`config.mk`:
```
export PLATFORM = sky130hd
export DESIGN_NAME = vending_machine_multi_flat
export DESIGN_NICKNAME = d
export VERILOG_FILES = /design/src/rtl/vending_machine_multi_if.sv /design/src/rtl/vending_machine_multi.sv /design/src/flat_wrapper.sv
export SDC_FILE = /design/constraint.sdc
export NUM_CORES = 1
export LEC_CHECK = 0
export CAP_MARGIN = 30
export CORE_ASPECT_RATIO = 0.6
export CORE_MARGIN = 5
export CORE_UTILIZATION = 30
export DETAILED_ROUTE_END_ITERATION = 7
export PLACE_DENSITY_LB_ADDON = 0.1
export SKIP_CTS_REPAIR_TIMING = 1
export SLEW_MARGIN = 40
export SYNTH_ARGS = -nofsm -noshare
export SYNTH_HDL_FRONTEND = slang
export SYNTH_SLANG_ARGS = --single-unit
```
`constraint.sdc`:
```
create_clock -name clk -period 3 [get_ports clk]
set_clock_uncertainty 0.2 [all_clocks]
set_input_delay 0.9 -clock clk [delete_from_list [all_inputs] [get_ports clk]]
set_output_delay 0.9 -clock clk [all_outputs]
set_load 0.01 [all_outputs]
```
`src/rtl/vending_machine_multi_if.sv`:
```
// Coin-acceptor / dispenser / change-hopper signal bundle for vending_machine_multi.
// The master side is the front end and hopper; the vending FSM sits on the slave side.
interface vending_machine_multi_if #(
   parameter int CREDIT_W = 4
);
   logic                rupee_one;
   logic                rupee_two;
   logic                rupee_five;
   logic                cancel;
   logic                change_ready;
   logic                dispense;
   logic                change_valid;
   logic [CREDIT_W-1:0] change_amount;
   logic                coin_reject;
   logic [CREDIT_W-1:0] credit;
   logic [2:0]          state;

   modport master (
      output rupee_one, rupee_two, rupee_five, cancel, change_ready,
      input  dispense, change_valid, change_amount, coin_reject, credit, state
   );

   modport slave (
      input  rupee_one, rupee_two, rupee_five, cancel, change_ready,
      output dispense, change_valid, change_amount, coin_reject, credit, state
   );
endinterface

```
`src/rtl/vending_machine_multi.sv`:
```
// Multi-coin vending FSM: all outputs are registered, and dispense follows the qualifying coin edge by one cycle.
// Change/refund is held on change_valid/change_amount until change_ready is seen at a clock edge.
module vending_machine_multi #(
   parameter int PRICE      = 5,
   parameter int MAX_CREDIT = 15,
   parameter int CREDIT_W   = 4
)(
   input  logic                   clk,
   input  logic                   reset_n,
   vending_machine_multi_if.slave bus
);

   typedef enum logic [2:0] {
      S_IDLE     = 3'b000,
      S_COLLECT  = 3'b001,
      S_DISPENSE = 3'b010,
      S_CHANGE   = 3'b011,
      S_REFUND   = 3'b100
   } state_t;

   localparam logic [CREDIT_W:0] LP_PRICE = (CREDIT_W+1)'(PRICE);
   localparam logic [CREDIT_W:0] LP_MAX   = (CREDIT_W+1)'(MAX_CREDIT);

   state_t              r_state;
   state_t              w_next_state;
   logic [CREDIT_W-1:0] r_credit;
   logic [CREDIT_W-1:0] w_next_credit;
   logic [CREDIT_W-1:0] r_change_amount;
   logic [CREDIT_W-1:0] w_next_amount;
   logic                r_dispense;
   logic                w_next_dispense;
   logic                r_change_valid;
   logic                w_next_valid;
   logic                r_coin_reject;
   logic                w_next_reject;

   logic [1:0]          w_coin_cnt;
   logic                w_coin_any;
   logic                w_coin_ok;
   logic [CREDIT_W:0]   w_coin_val;
   logic [CREDIT_W:0]   w_sum;
   logic [CREDIT_W:0]   w_remain;

   // One extra bit on the sum so the overflow check sees values above MAX_CREDIT.
   assign w_coin_cnt = {1'b0, bus.rupee_one} + {1'b0, bus.rupee_two} + {1'b0, bus.rupee_five};
   assign w_coin_any = bus.rupee_one | bus.rupee_two | bus.rupee_five;
   assign w_coin_val = bus.rupee_five ? (CREDIT_W+1)'(5) :
                       bus.rupee_two  ? (CREDIT_W+1)'(2) : (CREDIT_W+1)'(1);
   assign w_sum      = {1'b0, r_credit} + w_coin_val;
   assign w_coin_ok  = (w_coin_cnt == 2'd1) && (w_sum <= LP_MAX);
   assign w_remain   = {1'b0, r_credit} - LP_PRICE;

   always_comb begin
      w_next_state    = r_state;
      w_next_credit   = r_credit;
      w_next_dispense = 1'b0;
      w_next_valid    = r_change_valid;
      w_next_amount   = r_change_amount;
      w_next_reject   = w_coin_any;

      case (r_state)
         S_IDLE, S_COLLECT: begin
            w_next_valid  = 1'b0;
            w_next_amount = '0;
            // cancel only counts once credit exists; it then wins over any coin
            if (r_state == S_COLLECT && bus.cancel) begin
               w_next_state  = S_REFUND;
               w_next_valid  = 1'b1;
               w_next_amount = r_credit;
            end else if (w_coin_ok) begin
               w_next_reject = 1'b0;
               w_next_credit = w_sum[CREDIT_W-1:0];
               if (w_sum >= LP_PRICE) begin
                  w_next_state    = S_DISPENSE;
                  w_next_dispense = 1'b1;
               end else begin
                  w_next_state = S_COLLECT;
               end
            end
         end
         S_DISPENSE: begin
            if (w_remain != '0) begin
               w_next_state  = S_CHANGE;
               w_next_credit = w_remain[CREDIT_W-1:0];
               w_next_valid  = 1'b1;
               w_next_amount = w_remain[CREDIT_W-1:0];
            end else begin
               w_next_state  = S_IDLE;
               w_next_credit = '0;
            end
         end
         S_CHANGE, S_REFUND: begin
            if (r_change_valid && bus.change_ready) begin
               w_next_state  = S_IDLE;
               w_next_credit = '0;
               w_next_valid  = 1'b0;
               w_next_amount = '0;
            end
         end
         default: begin
            w_next_state  = S_IDLE;
            w_next_credit = '0;
            w_next_valid  = 1'b0;
            w_next_amount = '0;
         end
      endcase
   end

   always_ff @(posedge clk or negedge reset_n) begin
      if (!reset_n) begin
         r_state         <= S_IDLE;
         r_credit        <= '0;
         r_dispense      <= 1'b0;
         r_change_valid  <= 1'b0;
         r_change_amount <= '0;
         r_coin_reject   <= 1'b0;
      end else begin
         r_state         <= w_next_state;
         r_credit        <= w_next_credit;
         r_dispense      <= w_next_dispense;
         r_change_valid  <= w_next_valid;
         r_change_amount <= w_next_amount;
         r_coin_reject   <= w_next_reject;
      end
   end

   assign bus.state         = r_state;
   assign bus.credit        = r_credit;
   assign bus.dispense      = r_dispense;
   assign bus.change_valid  = r_change_valid;
   assign bus.change_amount = r_change_amount;
   assign bus.coin_reject   = r_coin_reject;

endmodule

```
`src/flat_wrapper.sv`:
```
// flat-port wrapper written by rule: the top's interface ports become plain ports
module vending_machine_multi_flat 
#(
   parameter int PRICE      = 5,
   parameter int MAX_CREDIT = 15,
   parameter int CREDIT_W   = 4
)
  (clk, reset_n, bus_rupee_one, bus_rupee_two, bus_rupee_five, bus_cancel, bus_change_ready, bus_dispense, bus_change_valid, bus_change_amount, bus_coin_reject, bus_credit, bus_state);
  vending_machine_multi_if #(.CREDIT_W(CREDIT_W)) bus_i ();
  input  logic clk;
  input  logic reset_n;
  input wire logic [$bits(bus_i.rupee_one)-1:0] bus_rupee_one;
  input wire logic [$bits(bus_i.rupee_two)-1:0] bus_rupee_two;
  input wire logic [$bits(bus_i.rupee_five)-1:0] bus_rupee_five;
  input wire logic [$bits(bus_i.cancel)-1:0] bus_cancel;
  input wire logic [$bits(bus_i.change_ready)-1:0] bus_change_ready;
  output wire logic [$bits(bus_i.dispense)-1:0] bus_dispense;
  output wire logic [$bits(bus_i.change_valid)-1:0] bus_change_valid;
  output wire logic [$bits(bus_i.change_amount)-1:0] bus_change_amount;
  output wire logic [$bits(bus_i.coin_reject)-1:0] bus_coin_reject;
  output wire logic [$bits(bus_i.credit)-1:0] bus_credit;
  output wire logic [$bits(bus_i.state)-1:0] bus_state;
  assign bus_i.rupee_one = bus_rupee_one;
  assign bus_i.rupee_two = bus_rupee_two;
  assign bus_i.rupee_five = bus_rupee_five;
  assign bus_i.cancel = bus_cancel;
  assign bus_i.change_ready = bus_change_ready;
  assign bus_dispense = bus_i.dispense;
  assign bus_change_valid = bus_i.change_valid;
  assign bus_change_amount = bus_i.change_amount;
  assign bus_coin_reject = bus_i.coin_reject;
  assign bus_credit = bus_i.credit;
  assign bus_state = bus_i.state;
  vending_machine_multi #(.PRICE(PRICE), .MAX_CREDIT(MAX_CREDIT), .CREDIT_W(CREDIT_W)) u_core (.clk(clk), .reset_n(reset_n), .bus(bus_i));
endmodule
```
==> results.py, run 1 <==
metrics = {
    "yosys": {
        "syn_area_per_cell_um2": 8.46,
        "synth_cells": 128,
        "ys_ff_latch": 14,
        "synth_edf_count": 0,
        "synth_async_sr_flop_share_pct": 100,
        "synthFlopType": "dfrtp_1",
        "synth_nets": 142,
        "netlist_area_mm2": 0.00108,
        "synth_simple_gate_area_share_pct": 24.6,
        "synthMuxAreaShare_pct": 0,
        "synthAdderAreaFrac_pct": 9.48,
        "synth_top_family_by_area": "compound AO/OA/AOI/OAI gates",
        "synth-xor-area-share_pct": 2.43,
        "yosysUniqueCellTypes": 40,
        "yosys_warnings": 0,
        "synth_seq_area_share_pct": 32.4,
        "synth_compound_area_share_pct": 25.9,
    },
    "finish": {
        "fin_nets": 184,
        "nFillCells": 331,
        "fin_cells": 214,
        "antenna_cells": 0,
        "final_core_util_pct": 46.4,
        "areaGrowthSynthToFinish_pct": 44.3,
        "mostFrequentLayoutCells": "buf_4 (21), clkdlybuf4s50_1 (18), nor2_1 (16), dfrtp_1 (14), o21ai_0 (12)",
        "final_common_cell": "buf_4",
        "drive_gt1_share_pct": 21.3,
    },
    "floorplan": {
        "die_x_um": 87.5,
        "core_mm2": 0.00336,
        "row_count": 16,
        "initial_core_util_pct": 32.2,
        "dieArea_mm2": 0.00495,
        "die_y_um": 56.5,
        "pin_count": 21,
    },
    "sta": {
        "clock.fmax_ghz": 0.346,
        "hold_viol": 0,
        "rsz0062_at_grt": "no",
        "worst_slack_ps": 111,
        "worst_hold_slack_ps": 293,
        "slew_headroom_pct": 53.5,
        "slew_violations": 0,
        "tightest_slew_ps": 696,
        "period_share_pct": 96.3,
        "setup_viol": 0,
        "min_period_ps": 2890,
    },
    "route": {
        "wl_met3_um": 215,
        "routed_via_density": 5.09,
        "wl_per_cell_um": 14.9,
        "met2RoutedLength_um": 1330,
        "wl_met1_um": 1630,
        "dr.first_iter.drc_count": 102,
        "routed_wl_um": 3190,
        "drc_errors": 0,
        "final_antenna_net_count": 0,
        "vias": 1089,
        "drtPass1Iterations": 4,
        "routed.top_layer": "met4",
    },
    "clock_network": {
        "clkTransAtPathRegs_ps": 60,
        "cts_buffer_depth": 2,
        "cts.sinks": 14,
        "insertion_delay_ps": 250,
        "htreeDepth": 1,
        "tritoncts": "built",
        "cts_buffers": 3,
        "root_buffer": "clkbuf_8",
    },
    "status": {
        "status": "finished clean",
    },
    "power": {
        "p_sw_uw": 756,
        "p_leak_uw": 0.000703,
        "finalPower_uw": 1720,
        "sw_frac_of_total_pct": 43.9,
        "peakVddDrop_mv": 0.427,
        "clkPwrFrac_pct": 10.9,
        "power.density_mw_per_mm2": 1100,
        "combPwrFrac_pct": 67.7,
        "internal_power_uw": 967,
        "p_seq_share_pct": 21.4,
    },
    "placed_design": {
        "dp.cells": 208,
        "io_buffers": 20,
        "dpl.hpwl_um": 2460,
        "place_ws_ps": -526,
        "gp_congestion": 0.799,
    },
    "critical_path": {
        "critPathLaunchType": "primary input",
        "timing_worst_setup_path_type": "in -> reg",
        "cp_data_arrival_time_ps": 2860,
        "crit_fanout": 5,
        "crit_path_end_kind": "register",
        "required_ps": 2980,
    },
    "global_routing": {
        "grt.total_usage_pct": 13.8,
        "grt_pass1_wl_um": 5250,
        "grt_antenna_before_repair": 0,
        "grt_pass1_vias": 983,
        "grt_max_degree": 16,
        "grt-ovfl-total": 0,
    },
    "hold_path": {
        "hold_class": "reg -> reg",
    },
    "flow_run": {
        "drv_cap": 0,
    },
}
==> metal layers <==
metal  vias up  track usage, %
met5         -               0
met4         0            1.31
met3         2            4.68
met2        43            17.4
met1       507            22.4
li1        537               -
==> critical path, stage by stage <==
cell             delay, ps
clkdlybuf4s50_1        450
inv_1                   50
fa_1                   490
and4b_1                230
o211ai_1               380
buf_4                  200
o21ai_0                 70
o21ai_0                 90
==> synth_stat cells (2+ instances only) <==
cell	number	share of area, %
a211oi_1	3	2.1
o22a_1	2	1.6
a22oi_1	3	2.1
nand2_1	11	3.8
nor3_1	3	1.4
and4b_1	2	1.8
nand3_1	3	1.4
xnor2_1	2	1.6
ha_1	5	5.8
and2_1	2	1.2
or2_2	2	1.2
nor2_1	16	5.5
dfrtp_1	14	32
fa_1	2	3.7
a31oi_1	2	1.2
o21bai_1	2	1.4
nand2b_1	2	1.2
inv_1	10	3.5
buf_2	3	1.4
a21oi_1	5	2.3
nor2b_1	4	2.3
o21ai_0	12	5.5
==> kinds of logic (layout without fill, tap and decap cells) <==
group | Yosys count | count (layout)
AND/OR/NAND/NOR | 51 | 51
buffers and inverters | 14 | 55
adder cells (fa/ha/maj) | 7 | 7
XOR/XNOR | 3 | 3
flip-flops | 14 | 14
AO/OA/AOI/OAI | 39 | 39
==> worst paths after layout <==
check                                                              from                                 endpoint  slack, ps  depth (start not counted)
worst max register to register         u_core.bus.credit[1]$_DFFE_PN0P_  u_core.bus.change_amount[3]$_DFFE_PN0P_        480                          7
worst min register to register  u_core.bus.change_amount[1]$_DFFE_PN0P_  u_core.bus.change_amount[1]$_DFFE_PN0P_        290                          2
max in group asynchronous                                       reset_n          u_core.bus.state[2]$_DFFE_PN0P_       1290                          1
worst min-delay path            u_core.bus.change_amount[1]$_DFFE_PN0P_  u_core.bus.change_amount[1]$_DFFE_PN0P_        290                          2
worst max-delay path                                      bus_rupee_one         u_core.bus.credit[3]$_DFFE_PN0P_        110                          8
min in group asynchronous                                       reset_n      u_core.bus.change_valid$_DFFE_PN0P_        870                          1
==> power groups by stage <==
stage,combinational (uW),sequential (uW),clock (uW)
2_1_floorplan,609,378,0
4_1_cts,1100,366,190
3_5_place_dp,1090,367,0
6_report,1170,369,188
5_1_grt,1280,383,203
3_3_place_gp,1080,366,0
==> final cells by class <==
class | instances | area [um2] | share of cell area, %
flip-flops and latches | 14 | 350 | 22.4
inverters | 10 | 37.5 | 2.40
clock buffers | 4 | 55.1 | 3.53
well taps | 45 | 56.3 | 3.61
repair buffers | 41 | 363 | 23.2
multi-input cells | 100 | 699 | 44.8
==> sequential cells by signal, summed over array words and instances, names as in the netlist <==
register                  count
u_core.bus.change_amount      4
u_core.bus.credit             4
u_core.bus.state              3
u_core.bus.change_valid       1
u_core.bus.coin_reject        1
u_core.bus.dispense           1
==> stage by stage <==
| stage | area, um2 | setup TNS, ps |
|---|---|---|
| 4_1_cts | 1520 | -1200 |
| 3_3_place_gp | 1460 | -2870 |
| 6_report | 1560 | 0 |
| 2_1_floorplan | 1080 | 0 |
| 3_5_place_dp | 1460 | -3100 |
| 5_1_grt | 1560 | 0 |
Note: power is estimated with default switching activity, not from simulation.
==> run 2, diff against run 1 <==
Settings changed: MAX_ROUTING_LAYER set to met4.
==> run 2 against run 1 <==
Design area unchanged. Count of clock-buffer cells in the layout unchanged. Hold slack is essentially flat. Critical path depth unchanged. Non-clock buffer count unchanged. Sequential power about the same. Wire length barely moved. Clock power barely moved. Via count fell by 1.7%. First-iteration DRC count down 5.9%. Global-route usage rose by 0.38 points. Utilization is the same.
==> results.py, run 2 (synthesized netlist as in run 1, its figures left out) <==
metrics = {
    "finish": {
        "drive_gt1_share_pct": 21.3,
        "nFillCells": 331,
        "antenna_cells": 0,
        "final_common_cell": "buf_4",
        "stdcell_area_mm2": 0.00156,
        "mostFrequentLayoutCells": "buf_4 (21), clkdlybuf4s50_1 (18), nor2_1 (16), dfrtp_1 (14), o21ai_0 (12)",
        "areaGrowthSynthToFinish_pct": 44.3,
        "fin_cells": 214,
        "fin_nets": 184,
    },
    "floorplan": {
        "die_x_um": 87.5,
        "initial_core_util_pct": 32.2,
        "pin_count": 21,
        "die_y_um": 56.5,
        "core_mm2": 0.00336,
        "row_count": 16,
        "dieArea_mm2": 0.00495,
    },
    "power": {
        "p_sw_uw": 756,
        "power.density_mw_per_mm2": 1100,
        "sw_frac_of_total_pct": 43.9,
        "internal_power_uw": 966,
        "finalPower_uw": 1720,
        "clkPwrFrac_pct": 10.8,
        "p_seq_share_pct": 21.4,
        "combPwrFrac_pct": 67.7,
        "p_leak_uw": 0.000703,
        "peakVddDrop_mv": 0.426,
    },
    "sta": {
        "min_period_ps": 2890,
        "finalSetupTns_ps": 0,
        "tightest_slew_ps": 690,
        "rsz0062_at_grt": "no",
        "slew_headroom_pct": 53.9,
        "hold_viol": 0,
        "worst_hold_slack_ps": 293,
        "period_share_pct": 96.4,
        "slew_violations": 0,
        "clock.fmax_ghz": 0.346,
        "setup_viol": 0,
    },
    "hold_path": {
        "hold_class": "reg -> reg",
    },
    "placed_design": {
        "dp.cells": 208,
        "postPlaceCellArea_mm2": 0.00146,
        "dpl.hpwl_um": 2460,
        "io_buffers": 20,
        "gp_congestion": 0.810,
    },
    "critical_path": {
        "cp_data_arrival_time_ps": 2870,
        "critPathLaunchType": "primary input",
        "cp_slowest_stage_delay_ps": 490,
        "crit_fanout": 5,
        "timing_worst_setup_path_type": "in -> reg",
        "cp_common_cell": "o21ai_0",
        "crit_path_end_kind": "register",
        "worst-path-buf-inv": 3,
        "crit_path_cell_trace": "clkdlybuf4s50_1 -> inv_1 -> fa_1 -> and4b_1 -> o211ai_1 -> buf_4 -> o21ai_0 -> o21ai_0",
        "cpMaxStageDelayCell": "fa_1",
        "critical_path.top_delay_family": "buffers and inverters",
        "required_ps": 2970,
    },
    "clock_network": {
        "cts_buffers": 3,
        "cts_buffer_depth": 2,
        "root_buffer": "clkbuf_8",
        "clkTransAtPathRegs_ps": 60,
        "insertion_delay_ps": 250,
        "cts.sinks": 14,
        "htreeDepth": 1,
        "tritoncts": "built",
    },
    "route": {
        "vias": 1071,
        "routed_wl_um": 3190,
        "drtPass1Iterations": 4,
        "drc_errors": 0,
        "routed_via_density": 5.00,
        "dr.first_iter.drc_count": 96,
        "final_antenna_net_count": 0,
        "wl_per_cell_um": 14.9,
    },
    "global_routing": {
        "grt-ovfl-total": 0,
        "grt.total_usage_pct": 14.2,
        "grt_max_degree": 16,
        "grt_pass1_vias": 982,
        "grt_antenna_before_repair": 0,
        "grt_pass1_wl_um": 5260,
    },
    "status": {
        "status": "finished clean",
    },
    "flow_run": {
        "drv_cap": 0,
    },
}
[run 2: metal layers]
metal	share of wire [%]	wire (um)	track usage, %	up-vias
li1	-	-	-	536
met1	52	1670	22.6	501
met2	42	1340	17.4	32
met3	5.4	172	4.39	2
met4	0.25	8	1.31	0
met5	0	0	-	-
[run 2: worst register-to-register path, stage by stage (launching register included)]
cell      delay [ps]
dfrtp_1          630
inv_1            130
ha_1             280
and4b_1          260
a31oi_4          260
o211ai_4         160
a222oi_1         380
inv_1             90
[run 2: worst paths after layout]
check | start | to | slack (ps) | cells after the start
max in group asynchronous | reset_n | u_core.bus.state[2]$_DFFE_PN0P_ | 1290 | 1
worst max register to register | u_core.bus.credit[1]$_DFFE_PN0P_ | u_core.bus.change_amount[3]$_DFFE_PN0P_ | 480 | 7
worst min register to register | u_core.bus.change_amount[1]$_DFFE_PN0P_ | u_core.bus.change_amount[1]$_DFFE_PN0P_ | 290 | 2
worst min-delay path | u_core.bus.change_amount[1]$_DFFE_PN0P_ | u_core.bus.change_amount[1]$_DFFE_PN0P_ | 290 | 2
worst max-delay path | bus_rupee_one | u_core.bus.credit[3]$_DFFE_PN0P_ | 110 | 8
min in group asynchronous | reset_n | u_core.bus.coin_reject$_DFF_PN0_ | 870 | 1
[run 2: layout make-up]
type | count | area, um2 | share of cell area [%]
inverter | 10 | 37.5 | 2.40
tap | 45 | 56.3 | 3.61
sequential | 14 | 350 | 22.4
clock buffer | 4 | 55.1 | 3.53
timing repair buffer | 41 | 363 | 23.2
multi-input combinational | 100 | 699 | 44.8
[run 2: power groups by stage]
stage / combinational (uW) / clock [uW] / sequential (uW)
finish: 1170 / 187 / 369
global route: 1280 / 203 / 383
CTS: 1100 / 190 / 366
detailed placement: 1090 / 0 / 367
global placement: 1080 / 0 / 366
floorplan: 609 / 0 / 378
[run 2: metrics by stage]
step / worst slack (ps) / utilization [%]
after floorplan: 12.4 / -
after global placement: -438 / 43.5
after detailed placement: -526 / 43.5
after CTS: -277 / 45.1
after global routing: 38.2 / 46.4
final: 108 / 46.4
==> run 3, diff against run 2 <==
Settings changed: HOLD_SLACK_MARGIN set to 0.08.
==> results of run 3 <==
Final layout, timing and power as in run 2 (identical DEF).
